===== src/rtl/seg_scan_mux_if.sv =====
// seg_scan_mux_if
// Groups the data path of the six-digit display driver: the per-digit
// segment patterns and status flags coming from the clock/alarm core, and
// the multiplexed segment/digit-enable lines going to the display.
// Signals:
//   H1,H2,M1,M2,S1,S2  7  per-digit segment patterns, active-low, bit6=a .. bit0=g
//   PM                 1  lights the decimal point of digit H2
//   ON                 1  1 = full brightness, 0 = dimmed
//   SND                1  alarm sounding, blinks every digit
//   blink_mask         6  per-digit blink enable, bit0=H1 .. bit5=S2
//   SEG                7  shared segment bus, active-low
//   DP                 1  shared decimal point, active-low
//   AN                 6  digit enables, active-low, bit0=H1 .. bit5=S2
//   frame_tick         1  one-cycle pulse when the digit index wraps 5 -> 0
// Modports: master drives the patterns/flags and watches the display lines;
// slave is the driver itself.
interface seg_scan_mux_if;
    logic [6:0] H1;
    logic [6:0] H2;
    logic [6:0] M1;
    logic [6:0] M2;
    logic [6:0] S1;
    logic [6:0] S2;
    logic       PM;
    logic       ON;
    logic       SND;
    logic [5:0] blink_mask;
    logic [6:0] SEG;
    logic       DP;
    logic [5:0] AN;
    logic       frame_tick;

    modport master (
        output H1, H2, M1, M2, S1, S2, PM, ON, SND, blink_mask,
        input  SEG, DP, AN, frame_tick
    );

    modport slave (
        input  H1, H2, M1, M2, S1, S2, PM, ON, SND, blink_mask,
        output SEG, DP, AN, frame_tick
    );
endinterface


===== src/rtl/seg_scan_mux.sv =====
// seg_scan_mux
// Time-multiplexed six-digit seven-segment display driver. Scans one digit
// per slot onto a shared segment bus, with an all-dark window at the start
// of every slot (anti-ghost), frame-coherent latching of the digit data,
// blink, dimming and leading-zero blanking of the hour tens digit.
// Ports:
//   Cp     in  1  clock, rising edge
//   reset  in  1  asynchronous, active-low (0 = reset)
//   bus    seg_scan_mux_if.slave
//          in : H1,H2,M1,M2,S1,S2 patterns, PM, ON, SND, blink_mask
//          out: SEG, DP, AN, frame_tick (all registered)
// Parameters:
//   SCAN_DIV      clock cycles per digit slot (>= BLANK_CYC+4)
//   BLANK_CYC     all-dark cycles at the start of each slot
//   BLINK_FRAMES  frames per blink half-period
//   LZ_EN         nonzero blanks H1 when it shows "0"
module seg_scan_mux #(
    parameter int SCAN_DIV     = 1000,
    parameter int BLANK_CYC    = 16,
    parameter int BLINK_FRAMES = 64,
    parameter int LZ_EN        = 1
) (
    input  logic          Cp,
    input  logic          reset,
    seg_scan_mux_if.slave bus
);

    typedef enum logic {
        ST_BLANK = 1'b0,
        ST_DRIVE = 1'b1
    } slot_state_t;

    localparam int DW = (SCAN_DIV > 1) ? $clog2(SCAN_DIV) : 1;
    localparam int FW = (BLINK_FRAMES > 1) ? $clog2(BLINK_FRAMES) : 1;

    localparam logic [DW-1:0] DIV_LAST  = DW'(SCAN_DIV - 1);
    localparam logic [DW-1:0] BLANK_END = DW'(BLANK_CYC);
    localparam logic [DW-1:0] DIM_START = DW'(BLANK_CYC + (SCAN_DIV - BLANK_CYC) / 4);
    localparam logic [FW-1:0] FRM_LAST  = FW'(BLINK_FRAMES - 1);

    localparam logic [6:0] ZERO_PAT = 7'b0000001;
    localparam logic [6:0] IDLE_SEG = 7'h7F;

    // With no anti-ghost window every slot starts directly in DRIVE.
    localparam slot_state_t STATE_INIT = (BLANK_CYC == 0) ? ST_DRIVE : ST_BLANK;

    slot_state_t   state;
    logic [DW-1:0] div;
    logic [DW-1:0] div_inc;
    logic [2:0]    idx;
    logic [FW-1:0] frm;
    logic          phase;
    logic          slot_wrap;
    logic          frame_wrap;

    logic [6:0]    lat_h1;
    logic [6:0]    lat_h2;
    logic [6:0]    lat_m1;
    logic [6:0]    lat_m2;
    logic [6:0]    lat_s1;
    logic [6:0]    lat_s2;
    logic          lat_pm;

    logic [6:0]    cur_pat;
    logic          dim_cut;
    logic          blink_cut;
    logic          lz_cut;
    logic          force_blank;

    // Slot and frame boundaries derived from the current counter values.
    always_comb begin
        div_inc    = div + DW'(1);
        slot_wrap  = (div == DIV_LAST);
        frame_wrap = slot_wrap && (idx == 3'd5);
    end

    // Slot divider, digit index, slot FSM and blink timebase. The state
    // register mirrors whether the current div value lies inside the
    // anti-ghost window, so it is reloaded on every slot wrap and moves to
    // DRIVE on the cycle div reaches BLANK_CYC.
    always_ff @(posedge Cp or negedge reset) begin
        if (!reset) begin
            div   <= '0;
            idx   <= 3'd0;
            state <= STATE_INIT;
            frm   <= '0;
            phase <= 1'b0;
        end else begin
            if (slot_wrap) begin
                div   <= '0;
                idx   <= (idx == 3'd5) ? 3'd0 : idx + 3'd1;
                state <= STATE_INIT;
            end else begin
                div <= div_inc;
                if (div_inc == BLANK_END) begin
                    state <= ST_DRIVE;
                end
            end
            if (frame_wrap) begin
                if (frm == FRM_LAST) begin
                    frm   <= '0;
                    phase <= ~phase;
                end else begin
                    frm <= frm + FW'(1);
                end
            end
        end
    end

    // Digit data is captured only on the frame wrap, so a frame always shows
    // one coherent snapshot of the time; until the first wrap the display
    // shows blank patterns.
    always_ff @(posedge Cp or negedge reset) begin
        if (!reset) begin
            lat_h1 <= IDLE_SEG;
            lat_h2 <= IDLE_SEG;
            lat_m1 <= IDLE_SEG;
            lat_m2 <= IDLE_SEG;
            lat_s1 <= IDLE_SEG;
            lat_s2 <= IDLE_SEG;
            lat_pm <= 1'b0;
        end else if (frame_wrap) begin
            lat_h1 <= bus.H1;
            lat_h2 <= bus.H2;
            lat_m1 <= bus.M1;
            lat_m2 <= bus.M2;
            lat_s1 <= bus.S1;
            lat_s2 <= bus.S2;
            lat_pm <= bus.PM;
        end
    end

    // Pattern of the digit currently being scanned.
    always_comb begin
        cur_pat = IDLE_SEG;
        case (idx)
            3'd0:    cur_pat = lat_h1;
            3'd1:    cur_pat = lat_h2;
            3'd2:    cur_pat = lat_m1;
            3'd3:    cur_pat = lat_m2;
            3'd4:    cur_pat = lat_s1;
            3'd5:    cur_pat = lat_s2;
            default: cur_pat = IDLE_SEG;
        endcase
    end

    // All blanking sources drive the same idle values, so their relative
    // priority never changes the visible result; they are simply OR-ed.
    // ON, SND and blink_mask act immediately and are not frame-latched.
    always_comb begin
        dim_cut     = !bus.ON && (div >= DIM_START);
        blink_cut   = phase && (bus.blink_mask[idx] || bus.SND);
        lz_cut      = (LZ_EN != 0) && (idx == 3'd0) && (lat_h1 == ZERO_PAT);
        force_blank = (state == ST_BLANK) || dim_cut || blink_cut || lz_cut;
    end

    // Registered display outputs: one cycle behind the counters, and forced
    // idle the moment reset is asserted.
    always_ff @(posedge Cp or negedge reset) begin
        if (!reset) begin
            bus.SEG        <= IDLE_SEG;
            bus.DP         <= 1'b1;
            bus.AN         <= 6'h3F;
            bus.frame_tick <= 1'b0;
        end else begin
            bus.frame_tick <= frame_wrap;
            if (force_blank) begin
                bus.SEG <= IDLE_SEG;
                bus.DP  <= 1'b1;
                bus.AN  <= 6'h3F;
            end else begin
                bus.SEG <= cur_pat;
                bus.DP  <= ~((idx == 3'd1) && lat_pm);
                bus.AN  <= ~(6'b000001 << idx);
            end
        end
    end

endmodule

===== src/flat_wrapper.sv =====
// flat-port wrapper written by rule: the top's interface ports become plain ports
module seg_scan_mux_flat 
#(
    parameter int SCAN_DIV     = 1000,
    parameter int BLANK_CYC    = 16,
    parameter int BLINK_FRAMES = 64,
    parameter int LZ_EN        = 1
)
  (Cp, reset, bus_H1, bus_H2, bus_M1, bus_M2, bus_S1, bus_S2, bus_PM, bus_ON, bus_SND, bus_blink_mask, bus_SEG, bus_DP, bus_AN, bus_frame_tick);
  seg_scan_mux_if bus_i ();
  input  logic Cp;
  input  logic reset;
  input wire logic [$bits(bus_i.H1)-1:0] bus_H1;
  input wire logic [$bits(bus_i.H2)-1:0] bus_H2;
  input wire logic [$bits(bus_i.M1)-1:0] bus_M1;
  input wire logic [$bits(bus_i.M2)-1:0] bus_M2;
  input wire logic [$bits(bus_i.S1)-1:0] bus_S1;
  input wire logic [$bits(bus_i.S2)-1:0] bus_S2;
  input wire logic [$bits(bus_i.PM)-1:0] bus_PM;
  input wire logic [$bits(bus_i.ON)-1:0] bus_ON;
  input wire logic [$bits(bus_i.SND)-1:0] bus_SND;
  input wire logic [$bits(bus_i.blink_mask)-1:0] bus_blink_mask;
  output wire logic [$bits(bus_i.SEG)-1:0] bus_SEG;
  output wire logic [$bits(bus_i.DP)-1:0] bus_DP;
  output wire logic [$bits(bus_i.AN)-1:0] bus_AN;
  output wire logic [$bits(bus_i.frame_tick)-1:0] bus_frame_tick;
  assign bus_i.H1 = bus_H1;
  assign bus_i.H2 = bus_H2;
  assign bus_i.M1 = bus_M1;
  assign bus_i.M2 = bus_M2;
  assign bus_i.S1 = bus_S1;
  assign bus_i.S2 = bus_S2;
  assign bus_i.PM = bus_PM;
  assign bus_i.ON = bus_ON;
  assign bus_i.SND = bus_SND;
  assign bus_i.blink_mask = bus_blink_mask;
  assign bus_SEG = bus_i.SEG;
  assign bus_DP = bus_i.DP;
  assign bus_AN = bus_i.AN;
  assign bus_frame_tick = bus_i.frame_tick;
  seg_scan_mux #(.SCAN_DIV(SCAN_DIV), .BLANK_CYC(BLANK_CYC), .BLINK_FRAMES(BLINK_FRAMES), .LZ_EN(LZ_EN)) u_core (.Cp(Cp), .reset(reset), .bus(bus_i));
endmodule

===== config.mk =====
export PLATFORM = sky130hd
export DESIGN_NAME = seg_scan_mux_flat
export DESIGN_NICKNAME = d
export VERILOG_FILES = /design/src/rtl/seg_scan_mux_if.sv /design/src/rtl/seg_scan_mux.sv /design/src/flat_wrapper.sv
export SDC_FILE = /design/constraint.sdc
export NUM_CORES = 1
export LEC_CHECK = 0
export ABC_CLOCK_PERIOD_IN_PS = 1750
export CORE_ASPECT_RATIO = 2
export CORE_MARGIN = 10
export CORE_UTILIZATION = 35
export CTS_BUF_LIST = sky130_fd_sc_hd__clkbuf_8
export CTS_CLUSTER_SIZE = 8
export DETAILED_ROUTE_END_ITERATION = 10
export HOLD_SLACK_MARGIN = 0.1
export PLACE_DENSITY_LB_ADDON = 0.12
export RECOVER_POWER = 25
export SYNTH_ARGS = -nofsm -noshare
export SYNTH_HDL_FRONTEND = slang
export SYNTH_SLANG_ARGS = --single-unit

===== constraint.sdc =====
create_clock -name Cp -period 1.75 [get_ports Cp]
set_input_delay 0.35 -clock Cp [delete_from_list [all_inputs] [get_ports Cp]]
set_output_delay 0.35 -clock Cp [all_outputs]
set_load 0.05 [all_outputs]

==> run summary <==
Synth async-reset ratio -> 100%
R2R cell count -> 4
Row count -> 53
Drt via density -> 4.99
Slew Viols, Final -> 0
1st-iter DRT viols -> 89
Post-Layout Cell Count -> 529
Final Cycle Share -> 95.2%
# nets final -> 444
Synthesized area per cell -> 12.7 um^2
Total track usage -> 12.8%
Skew final -> 0.0126 ns
Largest net degree at the start of global routing -> 37
Drt pass-1 iters -> 4
# fillers -> 973
Die height -> 165 um
Slew margin rel. -> 61.0%
Vias in the first global route -> 2903
Area grow syn2layout -> 39.0%
Synth Net Count -> 347
VDD IR max -> 0.507 mV
Crit path max fanout -> 14
Critical Path RT -> 2.02 ns
Setup_tns -> 0 ns
Die width -> 92.5 um
Setup violations, final -> 0
Top cell type by total area after synthesis -> dfstp_2
Status -> finished clean
Global-route wire length before repair -> 15100 um
GPL Wtd Cong -> 0.827
YS warnings -> 0
Initial antenna violation count -> 0
Synth top area share -> 39.9%
Post-synth EDFFs -> 0
Initial Utilization -> 35.4%
Residual DRC -> 0
R2r setup slk -> 0.08 ns
Num ports -> 68
Cell count after placement -> 511
H-tree depth -> 3
DP HPWL -> 7310 um
Total number of vias -> 2639
Root buffer cell -> clkbuf_8
Reg2reg end -> u_core.bus.AN[4]$_DFF_PN1_
Main synth FF type -> dfstp_2
Power Total -> 3.56 mW
Max Fclk -> 600 MHz
Final hold violation count -> 0
Post-CTS setup buffer count -> 0
RSZ-0062 raised after global routing -> true
Finished Core Util -> 49.2%
Static Leak -> 2.17 nW
WHS Path Cells -> 1
Minimum clock period -> 1.67 ns
Port bufs -> 67
CTS tree -> yes
Clk buf depth -> 2
Max Cap Viol -> 0
N_diodes -> 0
Hold EP -> u_core.bus.DP$_DFF_PN1_
Core area -> 0.0104 mm^2
Cell Area, Synth -> 0.00368 mm^2
Hold WC Path Type -> flop to flop
TritonCTS Buffers -> 9
Clk_lat worst skew -> 0.36 ns
DRT Wirelength -> 9420 um
Seq/Total Area, Yosys -> 55.6%
HP Start -> u_core.lat_pm$_DFFE_PN0P_
Die area -> 0.0153 mm^2
Post-synth cell types -> 53
Antenna-violating nets left -> 0
Post-DR wirelength/cell -> 17.8 um
Total grt overflow -> 0
Largest cells by area after synthesis -> dfstp_2, dfrtp_1, mux2_2
Critical Path Start Type -> flop
CTS clk-pin slew, worst paths -> 0.08 ns
Crit end category -> flop
Mapped Cells -> 290
Post-route cell area -> 0.00512 mm^2
Worst r2r src -> u_core.idx[0]$_DFFE_PN0N_
Crit Path Class -> flop to flop
# clock sinks -> 79
Synthesis-stage register bit count -> 79
Pwr Density -> 695 mW/mm^2
Area after DPL -> 0.00484 mm^2
Worst Path Arrival -> 1.93 ns
Least-Margin Pin Slew -> 0.586 ns
Proportion of layout cells with a drive suffix above 1 -> 46.4%
[flip-flops by register name, summed over array words and instances, names as in the netlist, 7 cells and up]
signal,flops
u_core.lat_m2,7
u_core.div,10
u_core.bus.SEG,7
u_core.lat_s1,7
u_core.lat_h2,7
u_core.lat_h1,7
u_core.lat_s2,7
u_core.lat_m1,7
[layout by cell type (no fill, tap or decap), drive strengths merged, types with 2 or more instances in the layout]
cell           instances
dfstp                 56
clkdlybuf4s50         51
buf                   47
mux2                  44
dfrtp                 23
nand2                 21
nor2                  19
clkbuf                16
nand3                 14
nand4                 10
inv                    6
mux4                   5
a222oi                 5
xnor2                  5
xor2                   5
nor3                   5
and3                   4
o21ai                  4
ha                     4
mux2i                  3
a21o                   3
a21oi                  3
and2                   3
nor2b                  2
nor4                   2
o2bb2ai                2
a31oi                  2
nand3b                 2
a221oi                 2
a22o                   2
bufinv                 2
clkinv                 2
and4                   2
[per-stage QoR]
stage,worst slack (ns),hold WS (ns)
6_report,0.0841,0.439
5_1_grt,-0.00197,0.470
4_1_cts,0.00275,0.418
3_5_place_dp,-0.329,0.279
3_3_place_gp,-0.290,0.277
2_1_floorplan,0.00491,0.0544
[cell type report]
| class | instances | area [um^2] | area share, % |
|---|---|---|---|
| Timing Repair Buffer | 104 | 1110 | 21.7 |
| Multi-Input combinational cell | 187 | 1530 | 29.9 |
| Clock inverter | 5 | 78.8 | 1.54 |
| Sequential cell | 79 | 2050 | 40.0 |
| Tap cell | 137 | 171 | 3.35 |
| Clock buffer | 11 | 151 | 2.96 |
| Inverter | 6 | 25.0 | 0.489 |
[how the worst max path moves through the flow]
stage,start,end,slack [ns],cells past startpoint
2_1_floorplan,u_core.div[0]$_DFF_PN0_,u_core.lat_s2[3]$_DFFE_PN1P_,0.005,7
3_3_place_gp,bus_blink_mask[3],u_core.bus.SEG[6]$_DFF_PN1_,-0.29,5
3_5_place_dp,bus_blink_mask[3],u_core.bus.SEG[6]$_DFF_PN1_,-0.33,5
4_1_cts,u_core.div[0]$_DFF_PN0_,u_core.lat_s2[1]$_DFFE_PN1P_,0.003,6
5_1_grt,u_core.idx[0]$_DFFE_PN0N_,u_core.bus.SEG[3]$_DFF_PN1_,-0.002,6
6_report,u_core.idx[0]$_DFFE_PN0N_,u_core.bus.AN[4]$_DFF_PN1_,0.08,4
[cell families after synthesis]
family	share of synthesized area (%)
XOR/XNOR	2.38
AND/OR/NAND/NOR	12.9
adder cells (fa/ha/maj)	1.36
AO/OA/AOI/OAI	6.76
flip-flops	55.6
multiplexers	17.3
buffers and inverters	3.67
[power breakdown]
part	total (mW)	switching, mW	internal, mW
logic	0.162	0.0552	0.107
clock network	1.56	0.683	0.880
registers	1.83	0	1.83
total	3.56	0.738	2.82
[what timing repair did]
| item | 4_1_cts | 5_1_grt |
|---|---|---|
| hold buffers | 1 | 0 |
| setup endpoints to repair | 6 | 59 |
| pin swaps | 1 | 2 |
| hold endpoints to repair | 13 | 0 |
| resized for setup | 2 | 9 |
| gates cloned | 0 | 1 |
[metal layers]
metal / routed length (um) / vias up / global-route usage [%]
li1: - / 1250 / -
met1: 3460 / 1318 / 13.3
met2: 5420 / 57 / 23.6
met3: 346 / 14 / 3.26
met4: 189 / 0 / 5.57
met5: 0 / - / 0
[worst max-delay path, cell delays in order, from the launching register on]
cell and delay, ns:
dfrtp_1 0.39, mux4_2 0.51, a221o_1 0.39, nand2_4 0.17, nand4_1 0.12
[synthesized netlist by cell type (3+ instances only)]
cell / number
dfstp_2: 56
mux2_2: 41
dfrtp_1: 23
nand2_1: 20
nor2_1: 19
nand3_1: 14
buf_2: 11
nand4_1: 9
a222oi_1: 5
mux4_2: 5
nor3_1: 5
xnor2_1: 5
xor2_1: 5
and3_1: 4
buf_6: 4
ha_1: 4
inv_1: 4
o21ai_0: 4
a21o_1: 3
a21oi_1: 3
and2_1: 3
mux2_1: 3
mux2i_1: 3
Power figures use the tool's default switching activity.
